==> src/rtl/vdisk_sd_sequencer_if.sv <==
// SD block-transfer port between the virtual-disk sequencer and hps_io.
// The master drives the per-channel request, LBA and buffer slot; the slave returns sd_ack.
interface vdisk_sd_sequencer_if #(
  parameter int unsigned FDD_NUM = 2
);
  logic [31:0]      sd_lba;
  logic [FDD_NUM:0] sd_rd;
  logic [FDD_NUM:0] sd_wr;
  logic             sd_ack;
  logic [1:0]       buf_drive;
  logic [3:0]       buf_sec;

  modport master (
    output sd_lba,
    output sd_rd,
    output sd_wr,
    output buf_drive,
    output buf_sec,
    input  sd_ack
  );

  modport slave (
    input  sd_lba,
    input  sd_rd,
    input  sd_wr,
    input  buf_drive,
    input  buf_sec,
    output sd_ack
  );
endinterface

==> src/rtl/vdisk_sd_sequencer.sv <==
// Multi-drive floppy track loader with write-back plus an optional single-sector HDD channel.
// Define VDISK_HDD_EN to build the hard-disk channel; otherwise HDD inputs are ignored.
module vdisk_sd_sequencer #(
  parameter int unsigned FDD_NUM        = 2,
  parameter int unsigned SECS_PER_TRACK = 13,
  parameter int unsigned TRACK_W        = 6
) (
  input  logic                       clk_sys,
  input  logic                       reset_n,
  input  logic [FDD_NUM*TRACK_W-1:0] fdd_track,
  input  logic [FDD_NUM-1:0]         fdd_img_mounted,
  input  logic [FDD_NUM-1:0]         fdd_img_nz,
  input  logic [FDD_NUM-1:0]         fdd_dirty,
  output logic [FDD_NUM-1:0]         fdd_dirty_clr,
  input  logic [15:0]                hdd_sector,
  input  logic                       hdd_read,
  input  logic                       hdd_write,
  input  logic                       hdd_img_mounted,
  input  logic                       hdd_img_nz,
  input  logic                       hdd_img_ro,
  output logic                       hdd_mounted,
  output logic                       hdd_protect,
  output logic                       cpu_wait,
  vdisk_sd_sequencer_if.master       sd
);

  localparam int unsigned      DrvW    = (FDD_NUM > 1) ? $clog2(FDD_NUM) : 1;
  localparam logic [3:0]       SecLast = 4'(SECS_PER_TRACK - 1);
  localparam logic [FDD_NUM:0] HddOh   = {1'b1, {FDD_NUM{1'b0}}};

  typedef logic [TRACK_W-1:0] track_t;

  typedef enum logic [1:0] {
    StIdle,
    StFddWb,
    StFddLd,
    StHddXf
  } state_e;

  function automatic logic [31:0] track_lba(input track_t t);
    return 32'(SECS_PER_TRACK) * 32'(t);
  endfunction

  function automatic logic [FDD_NUM:0] chan_oh(input int unsigned c);
    return (FDD_NUM + 1)'(1) << c;
  endfunction

  state_e                state_q, state_d;
  logic [DrvW-1:0]       drv_q, drv_d;
  logic                  hdd_wr_op_q, hdd_wr_op_d;
  logic [31:0]           lba_q, lba_d;
  logic [FDD_NUM:0]      rd_q, rd_d;
  logic [FDD_NUM:0]      wr_q, wr_d;
  logic [3:0]            sec_q, sec_d;
  logic                  wait_q, wait_d;
  logic [FDD_NUM-1:0]    clr_q, clr_d;
  logic                  ack_q;
  track_t                cur_track_q [FDD_NUM];
  track_t                cur_track_d [FDD_NUM];
  logic [FDD_NUM-1:0]    loaded_q, loaded_d;
  logic [FDD_NUM-1:0]    remount_q, remount_d;
  logic [FDD_NUM-1:0]    nz_q, nz_d;
  logic [FDD_NUM-1:0]    need;
  logic                  found;
  logic                  pend_rd_q, pend_wr_q;
  logic                  pend_rd_clr, pend_wr_clr;
  logic                  hdd_mounted_q, hdd_protect_q;

  logic ack_rise, ack_fall, ack_quiet;
  assign ack_rise  = sd.sd_ack & ~ack_q;
  assign ack_fall  = ~sd.sd_ack & ack_q;
  // A new service never starts while the previous ack handshake is still winding down.
  assign ack_quiet = ~sd.sd_ack & ~ack_q;

  always_comb begin
    need = '0;
    for (int d = 0; d < FDD_NUM; d++) begin
      need[d] = (remount_q[d] & ~fdd_img_mounted[d]) |
                (loaded_q[d] & (fdd_track[d*TRACK_W +: TRACK_W] != cur_track_q[d]));
    end
  end

  always_comb begin
    state_d     = state_q;
    drv_d       = drv_q;
    hdd_wr_op_d = hdd_wr_op_q;
    lba_d       = lba_q;
    rd_d        = rd_q;
    wr_d        = wr_q;
    sec_d       = sec_q;
    wait_d      = wait_q;
    clr_d       = '0;
    cur_track_d = cur_track_q;
    loaded_d    = loaded_q;
    remount_d   = remount_q;
    nz_d        = nz_q;
    pend_rd_clr = 1'b0;
    pend_wr_clr = 1'b0;
    found       = 1'b0;

    unique case (state_q)
      StIdle: begin
        if (ack_quiet) begin
          if (pend_rd_q) begin
            state_d     = StHddXf;
            hdd_wr_op_d = 1'b0;
            lba_d       = {16'h0, hdd_sector};
            rd_d        = HddOh;
            wait_d      = 1'b1;
          end else if (pend_wr_q) begin
            state_d     = StHddXf;
            hdd_wr_op_d = 1'b1;
            lba_d       = {16'h0, hdd_sector};
            wr_d        = HddOh;
            wait_d      = 1'b1;
          end else begin
            for (int d = 0; d < FDD_NUM; d++) begin
              if (need[d] && !found) begin
                found          = 1'b1;
                drv_d          = DrvW'(d);
                sec_d          = '0;
                cur_track_d[d] = fdd_track[d*TRACK_W +: TRACK_W];
                if (!nz_q[d]) begin
                  loaded_d[d]  = 1'b0;
                  remount_d[d] = 1'b0;
                end else if (fdd_dirty[d] && !remount_q[d]) begin
                  // Write back the track the buffer still holds, not the new head position.
                  state_d = StFddWb;
                  lba_d   = track_lba(cur_track_q[d]);
                  wr_d    = chan_oh(d);
                  wait_d  = 1'b1;
                end else begin
                  state_d = StFddLd;
                  lba_d   = track_lba(fdd_track[d*TRACK_W +: TRACK_W]);
                  rd_d    = chan_oh(d);
                  wait_d  = 1'b1;
                end
              end
            end
          end
        end
      end

      StFddWb, StFddLd: begin
        if (ack_rise) begin
          lba_d = lba_q + 32'd1;
          if (sec_q == SecLast) begin
            rd_d = '0;
            wr_d = '0;
          end
        end else if (ack_fall) begin
          if ((rd_q | wr_q) != '0) begin
            sec_d = sec_q + 4'd1;
          end else if (state_q == StFddWb) begin
            clr_d   = FDD_NUM'(1) << drv_q;
            state_d = StFddLd;
            lba_d   = track_lba(cur_track_q[drv_q]);
            sec_d   = '0;
            rd_d    = chan_oh(32'(drv_q));
          end else begin
            loaded_d[drv_q]  = 1'b1;
            remount_d[drv_q] = 1'b0;
            state_d          = StIdle;
            wait_d           = 1'b0;
          end
        end
      end

      StHddXf: begin
        if (ack_rise) begin
          rd_d    = '0;
          wr_d    = '0;
          state_d = StIdle;
          wait_d  = 1'b0;
          if (hdd_wr_op_q) begin
            pend_wr_clr = 1'b1;
          end else begin
            pend_rd_clr = 1'b1;
          end
        end
      end

      default: state_d = StIdle;
    endcase

    // A fresh mount pulse wins over any clear made by a completing service.
    for (int d = 0; d < FDD_NUM; d++) begin
      if (fdd_img_mounted[d]) begin
        remount_d[d] = 1'b1;
        nz_d[d]      = fdd_img_nz[d];
      end
    end
  end

  always_ff @(posedge clk_sys or negedge reset_n) begin
    if (!reset_n) begin
      state_q     <= StIdle;
      drv_q       <= '0;
      hdd_wr_op_q <= 1'b0;
      lba_q       <= '0;
      rd_q        <= '0;
      wr_q        <= '0;
      sec_q       <= '0;
      wait_q      <= 1'b0;
      clr_q       <= '0;
      ack_q       <= 1'b0;
      loaded_q    <= '0;
      remount_q   <= '0;
      nz_q        <= '0;
      for (int d = 0; d < FDD_NUM; d++) begin
        cur_track_q[d] <= '0;
      end
    end else begin
      state_q     <= state_d;
      drv_q       <= drv_d;
      hdd_wr_op_q <= hdd_wr_op_d;
      lba_q       <= lba_d;
      rd_q        <= rd_d;
      wr_q        <= wr_d;
      sec_q       <= sec_d;
      wait_q      <= wait_d;
      clr_q       <= clr_d;
      ack_q       <= sd.sd_ack;
      loaded_q    <= loaded_d;
      remount_q   <= remount_d;
      nz_q        <= nz_d;
      cur_track_q <= cur_track_d;
    end
  end

`ifdef VDISK_HDD_EN
  always_ff @(posedge clk_sys or negedge reset_n) begin
    if (!reset_n) begin
      pend_rd_q     <= 1'b0;
      pend_wr_q     <= 1'b0;
      hdd_mounted_q <= 1'b0;
      hdd_protect_q <= 1'b0;
    end else begin
      pend_rd_q <= (pend_rd_q & ~pend_rd_clr) | hdd_read;
      pend_wr_q <= (pend_wr_q & ~pend_wr_clr) | hdd_write;
      if (hdd_img_mounted) begin
        hdd_mounted_q <= hdd_img_nz;
        hdd_protect_q <= hdd_img_ro;
      end
    end
  end
`else
  assign pend_rd_q     = 1'b0;
  assign pend_wr_q     = 1'b0;
  assign hdd_mounted_q = 1'b0;
  assign hdd_protect_q = 1'b0;

  logic unused_hdd;
  assign unused_hdd = ^{hdd_read, hdd_write, hdd_img_mounted, hdd_img_nz, hdd_img_ro,
                        pend_rd_clr, pend_wr_clr};
`endif

  assign sd.sd_lba     = lba_q;
  assign sd.sd_rd      = rd_q;
  assign sd.sd_wr      = wr_q;
  assign sd.buf_sec    = sec_q;
  assign sd.buf_drive  = 2'(drv_q);
  assign cpu_wait      = wait_q;
  assign fdd_dirty_clr = clr_q;
  assign hdd_mounted   = hdd_mounted_q;
  assign hdd_protect   = hdd_protect_q;

endmodule

==> src/flat_wrapper.sv <==
// flat-port wrapper written by rule: the top's interface ports become plain ports
module vdisk_sd_sequencer_flat 
#(
  parameter int unsigned FDD_NUM        = 2,
  parameter int unsigned SECS_PER_TRACK = 13,
  parameter int unsigned TRACK_W        = 6
)
  (clk_sys, reset_n, fdd_track, fdd_img_mounted, fdd_img_nz, fdd_dirty, fdd_dirty_clr, hdd_sector, hdd_read, hdd_write, hdd_img_mounted, hdd_img_nz, hdd_img_ro, hdd_mounted, hdd_protect, cpu_wait, sd_sd_lba, sd_sd_rd, sd_sd_wr, sd_buf_drive, sd_buf_sec, sd_sd_ack);
  vdisk_sd_sequencer_if #(.FDD_NUM(FDD_NUM)) sd_i ();
  input  logic clk_sys;
  input  logic reset_n;
  input  logic [FDD_NUM*TRACK_W-1:0] fdd_track;
  input  logic [FDD_NUM-1:0] fdd_img_mounted;
  input  logic [FDD_NUM-1:0] fdd_img_nz;
  input  logic [FDD_NUM-1:0] fdd_dirty;
  output logic [FDD_NUM-1:0] fdd_dirty_clr;
  input  logic [15:0] hdd_sector;
  input  logic hdd_read;
  input  logic hdd_write;
  input  logic hdd_img_mounted;
  input  logic hdd_img_nz;
  input  logic hdd_img_ro;
  output logic hdd_mounted;
  output logic hdd_protect;
  output logic cpu_wait;
  output wire logic [$bits(sd_i.sd_lba)-1:0] sd_sd_lba;
  output wire logic [$bits(sd_i.sd_rd)-1:0] sd_sd_rd;
  output wire logic [$bits(sd_i.sd_wr)-1:0] sd_sd_wr;
  output wire logic [$bits(sd_i.buf_drive)-1:0] sd_buf_drive;
  output wire logic [$bits(sd_i.buf_sec)-1:0] sd_buf_sec;
  input wire logic [$bits(sd_i.sd_ack)-1:0] sd_sd_ack;
  assign sd_sd_lba = sd_i.sd_lba;
  assign sd_sd_rd = sd_i.sd_rd;
  assign sd_sd_wr = sd_i.sd_wr;
  assign sd_buf_drive = sd_i.buf_drive;
  assign sd_buf_sec = sd_i.buf_sec;
  assign sd_i.sd_ack = sd_sd_ack;
  vdisk_sd_sequencer #(.FDD_NUM(FDD_NUM), .SECS_PER_TRACK(SECS_PER_TRACK), .TRACK_W(TRACK_W)) u_core (.clk_sys(clk_sys), .reset_n(reset_n), .fdd_track(fdd_track), .fdd_img_mounted(fdd_img_mounted), .fdd_img_nz(fdd_img_nz), .fdd_dirty(fdd_dirty), .fdd_dirty_clr(fdd_dirty_clr), .hdd_sector(hdd_sector), .hdd_read(hdd_read), .hdd_write(hdd_write), .hdd_img_mounted(hdd_img_mounted), .hdd_img_nz(hdd_img_nz), .hdd_img_ro(hdd_img_ro), .hdd_mounted(hdd_mounted), .hdd_protect(hdd_protect), .cpu_wait(cpu_wait), .sd(sd_i));
endmodule
==> config.mk <==
export PLATFORM = sky130hd
export DESIGN_NAME = vdisk_sd_sequencer_flat
export DESIGN_NICKNAME = d
export VERILOG_FILES = /design/src/rtl/vdisk_sd_sequencer_if.sv /design/src/rtl/vdisk_sd_sequencer.sv /design/src/flat_wrapper.sv
export SDC_FILE = /design/constraint.sdc
export NUM_CORES = 1
export LEC_CHECK = 0
export CORE_MARGIN = 2
export CORE_UTILIZATION = 49
export CTS_CLUSTER_DIAMETER = 50
export CTS_CLUSTER_SIZE = 20
export DETAILED_ROUTE_END_ITERATION = 8
export PLACE_DENSITY = 0.8
export SYNTH_ARGS = -nofsm -noshare
export SYNTH_HDL_FRONTEND = slang
export SYNTH_SLANG_ARGS = --single-unit
export TNS_END_PERCENT = 50
==> constraint.sdc <==
create_clock -name clk_sys -period 9.4 [get_ports clk_sys]
set_input_delay 0.94 -clock clk_sys [delete_from_list [all_inputs] [get_ports clk_sys]]
set_output_delay 0.94 -clock clk_sys [all_outputs]
set_load 0.02 [all_outputs]
==> impl_metrics.csv <==
group,metric,value,unit
clock_network,clockRootBuffer,"clkbuf_16",
sta,skew,0.006220,ns
clock_network,post_cts_resized,0,
setup_path,start_kind,"primary input",
route,wirelength,16690,um
synthesis,ys.flop_type,"dfrtp_1",
synthesis,synth_area_leaders,"dfrtp_1, ha_1, o21ai_0, fa_1, inv_1",
outcome,outcome,"finished clean",
synthesis,yosysTopAreaCell,"dfrtp_1",
route,drt-vias-per-instance,6.038,
sta,setup_viol,0,
power,power.leakage,3.400,nW
placed_design,gp_congestion,0.9702,
route,dr_total_vias,5972,
synthesis,synth-edff-count,0,
clock_network,insertion_delay,0.34,ns
clock_network,postCtsSetupRepairBufs,0,
grt,antenna_found_initial,0,
finish,multi_input_area,0.004431,sq mm
synthesis,synth.yosys.warnings,0,
power,peakVddDrop,0.0002997,V
synthesis,synth_compound_area_share,23.12,%
floorplan,dieWidth,119.2,um
synthesis,synthAdderAreaFrac,21.35,%
route,met3WireLength,1018,um
placed_design,dp_hpwl,12530,um
sta,layout_min_cycle_time,4.168,ns
finish,seq_area,0.001677,sq mm
sta,slew_viol_final,0,
clock_network,cts.sinks,67,
clock_network,clk_pin_slew,0.06,ns
grt,grt_pass1_vias,5716,
setup_path,arrival,4.41,ns
sta,min_period_over_period,44.34,%
route,highest_layer,"met4",
finish,fin_util,58.02,%
synthesis,synth_top_family_by_area,"compound AO/OA/AOI/OAI gates",
sta,max-slew-margin-rel,25.96,%
clock_network,postCtsHoldBufs,0,
sta,fin_tns_setup,0,ns
clock_network,cts_max_level,3,
sta,rsz0062_at_grt,"no",
setup_path,worstSetupPathType,"primary input to flop",
synthesis,synthCells,756,
floorplan,die_h,119.2,um
route,avgRoutedWirePerCell,16.88,um
worst_hold_path,holdCritPathClass,"flop to flop",
synthesis,synthMuxAreaShare,3.328,%
synthesis,synth_common_cells,"ha_1, dfrtp_1, o21ai_0",
sta,fmax,239.9,MHz
floorplan,die-area,0.01421,sq mm
power,p_per_area,384.9,mW/mm^2
clock_network,cts_buffer_depth,2,
grt,grt_overflow,0,
synthesis,synth_area,0.006504,sq mm
sta,worstMarginPinSlew,1.108,ns
floorplan,ios,91,
floorplan,rows,42,
finish,fillerInstances,1115,
synthesis,yosysMostFrequentCell,"ha_1",
placed_design,port_buffers,66,
synthesis,avgSynthCellArea,8.603,sq um
finish,area_growth,16.74,%
route,dr_wl_met2,7735,um
finish,drive_gt1_share,6.519,%
clock_network,cts_tree,"built",
clock_network,numCtsBuffers,9,
synthesis,yosys.area_share.simple,16.51,%
synthesis,ys_types,73,
synthesis,async_flop_share,100.0,%
run,cap_viol_max_count,0,
route,ant_nets,0,
grt,grt_pass1_wl,28150,um
sta,finalHoldViolCount,0,
synthesis,ys_ff_latch,67,
finish,antenna_cells,0,
route,drc,0,
synthesis,synthXorXnorAreaFrac,3.636,%
floorplan,initial_utilization,49.70,%
finish,final_nets,952,
route,drtIter0Drc,585,
setup_path,crit_path_end_kind,"flop",
setup_path,cp_max_fo,5,
synthesis,yosysSeqAreaShare,25.78,%
setup_path,critical_path_required,9.64,ns
synthesis,netlist.area_leader.share,25.78,%
route,first_pass_iters,5,
grt,grt_max_degree,68,
floorplan,coreArea,0.01309,sq mm
route,wl_met1,7458,um
grt,grt.total_usage,24.42,%
-- per-layer routing --
layer	track usage (%)	vias up
met3	4.023	38
met2	39.01	227
li1	-	2857
met5	0	-
met4	9.301	0
met1	33.21	2850
-- power breakdown --
part / total [mW] / switching, mW / internal [mW]
clock: 0.386 / 0.143 / 0.243
sequential: 0.503 / 0.134 / 0.369
combinational: 2.03 / 1.17 / 0.867
-- registers in the layout (all words and copies together), names as in the netlist, 3 cells and up --
signal and flops:
u_core.sd.sd_rd 3, u_core.sd.sd_wr 3, u_core.sd.buf_sec 4, u_core.cur_track_q 12, u_core.sd.sd_lba 32
-- worst max-delay path, stage by stage --
cell and delay (ns):
clkdlybuf4s50_1 0.60, ha_1 0.29, fa_1 0.51, fa_1 0.48, a211oi_1 0.37, o21bai_1 0.13
a21oi_1 0.20, xnor2_1 0.13, mux2i_1 0.10, a221o_1 0.40, a311oi_1 0.26
-- metrics by stage --
step / setup slack, ns / total power [mW] / instance area (sq um) / hold WS [ns] / cells
2_1_floorplan: 5.708 / 2.014 / 6511 / 0.4776 / 758
3_3_place_gp: 4.870 / 2.442 / 7257 / 0.4692 / 973
4_1_cts: 5.222 / 2.899 / 7592 / 0.4862 / 989
6_report: 5.232 / 2.922 / 7592 / 0.4810 / 989
3_5_place_dp: 4.879 / 2.500 / 7257 / 0.4799 / 973
5_1_grt: 4.911 / 3.194 / 7592 / 0.5297 / 989
-- cell type report --
| type | count | area share [%] |
|---|---|---|
| multi-input cells | 596 | 58.36 |
| flip-flops and latches | 67 | 22.08 |
| repair buffers | 71 | 9.130 |
| clock buffers | 10 | 3.148 |
| inverters | 63 | 3.115 |
| well taps | 176 | 2.900 |
| clock inverters | 6 | 1.269 |
-- final timing paths --
| check | startpoint | to | slack, ns | cells past startpoint |
|---|---|---|---|---|
| setup / recovery | fdd_track[2] | u_core.sd.sd_lba[9]$_DFFE_PN0P_ | 5.23 | 11 |
| hold / removal | u_core.sd.sd_lba[31]$_DFFE_PN0P_ | u_core.sd.sd_lba[31]$_DFFE_PN0P_ | 0.48 | 1 |
| setup reg to reg | u_core.drv_q$_DFFE_PN0P_ | u_core.sd.sd_lba[9]$_DFFE_PN0P_ | 5.26 | 13 |
| hold reg to reg | u_core.sd.sd_lba[31]$_DFFE_PN0P_ | u_core.sd.sd_lba[31]$_DFFE_PN0P_ | 0.48 | 1 |
| max in group asynchronous | reset_n | u_core.sd.sd_wr[1]$_DFFE_PN0P_ | 8.03 | 2 |
| min in group asynchronous | reset_n | u_core.sd.buf_sec[0]$_DFFE_PN0P_ | 0.80 | 2 |
-- kinds of logic after synthesis --
kind of cell,count (synthesis)
AND/OR/NAND/NOR,215
AO/OA/AOI/OAI,229
flip-flops,67
buffers and inverters,95
multiplexers,20
XOR/XNOR,27
adder cells (fa/ha/maj),102
other,1
-- cells in the final DEF, fill, tap and decap left out, types with 10 or more instances in the layout --
master           count
ha_1                87
dfrtp_1             67
o21ai_0             66
clkdlybuf4s50_1     65
inv_1               63
nand2_1             58
nor2_1              56
a21oi_1             44
a31oi_1             28
nand3_1             26
xnor2_1             15
fa_1                15
nor3_1              14
mux2_2              13
nor2b_1             12
xor2_1              12
a211oi_1            12
nand4_1             10
(Power assumes the default switching activity.)
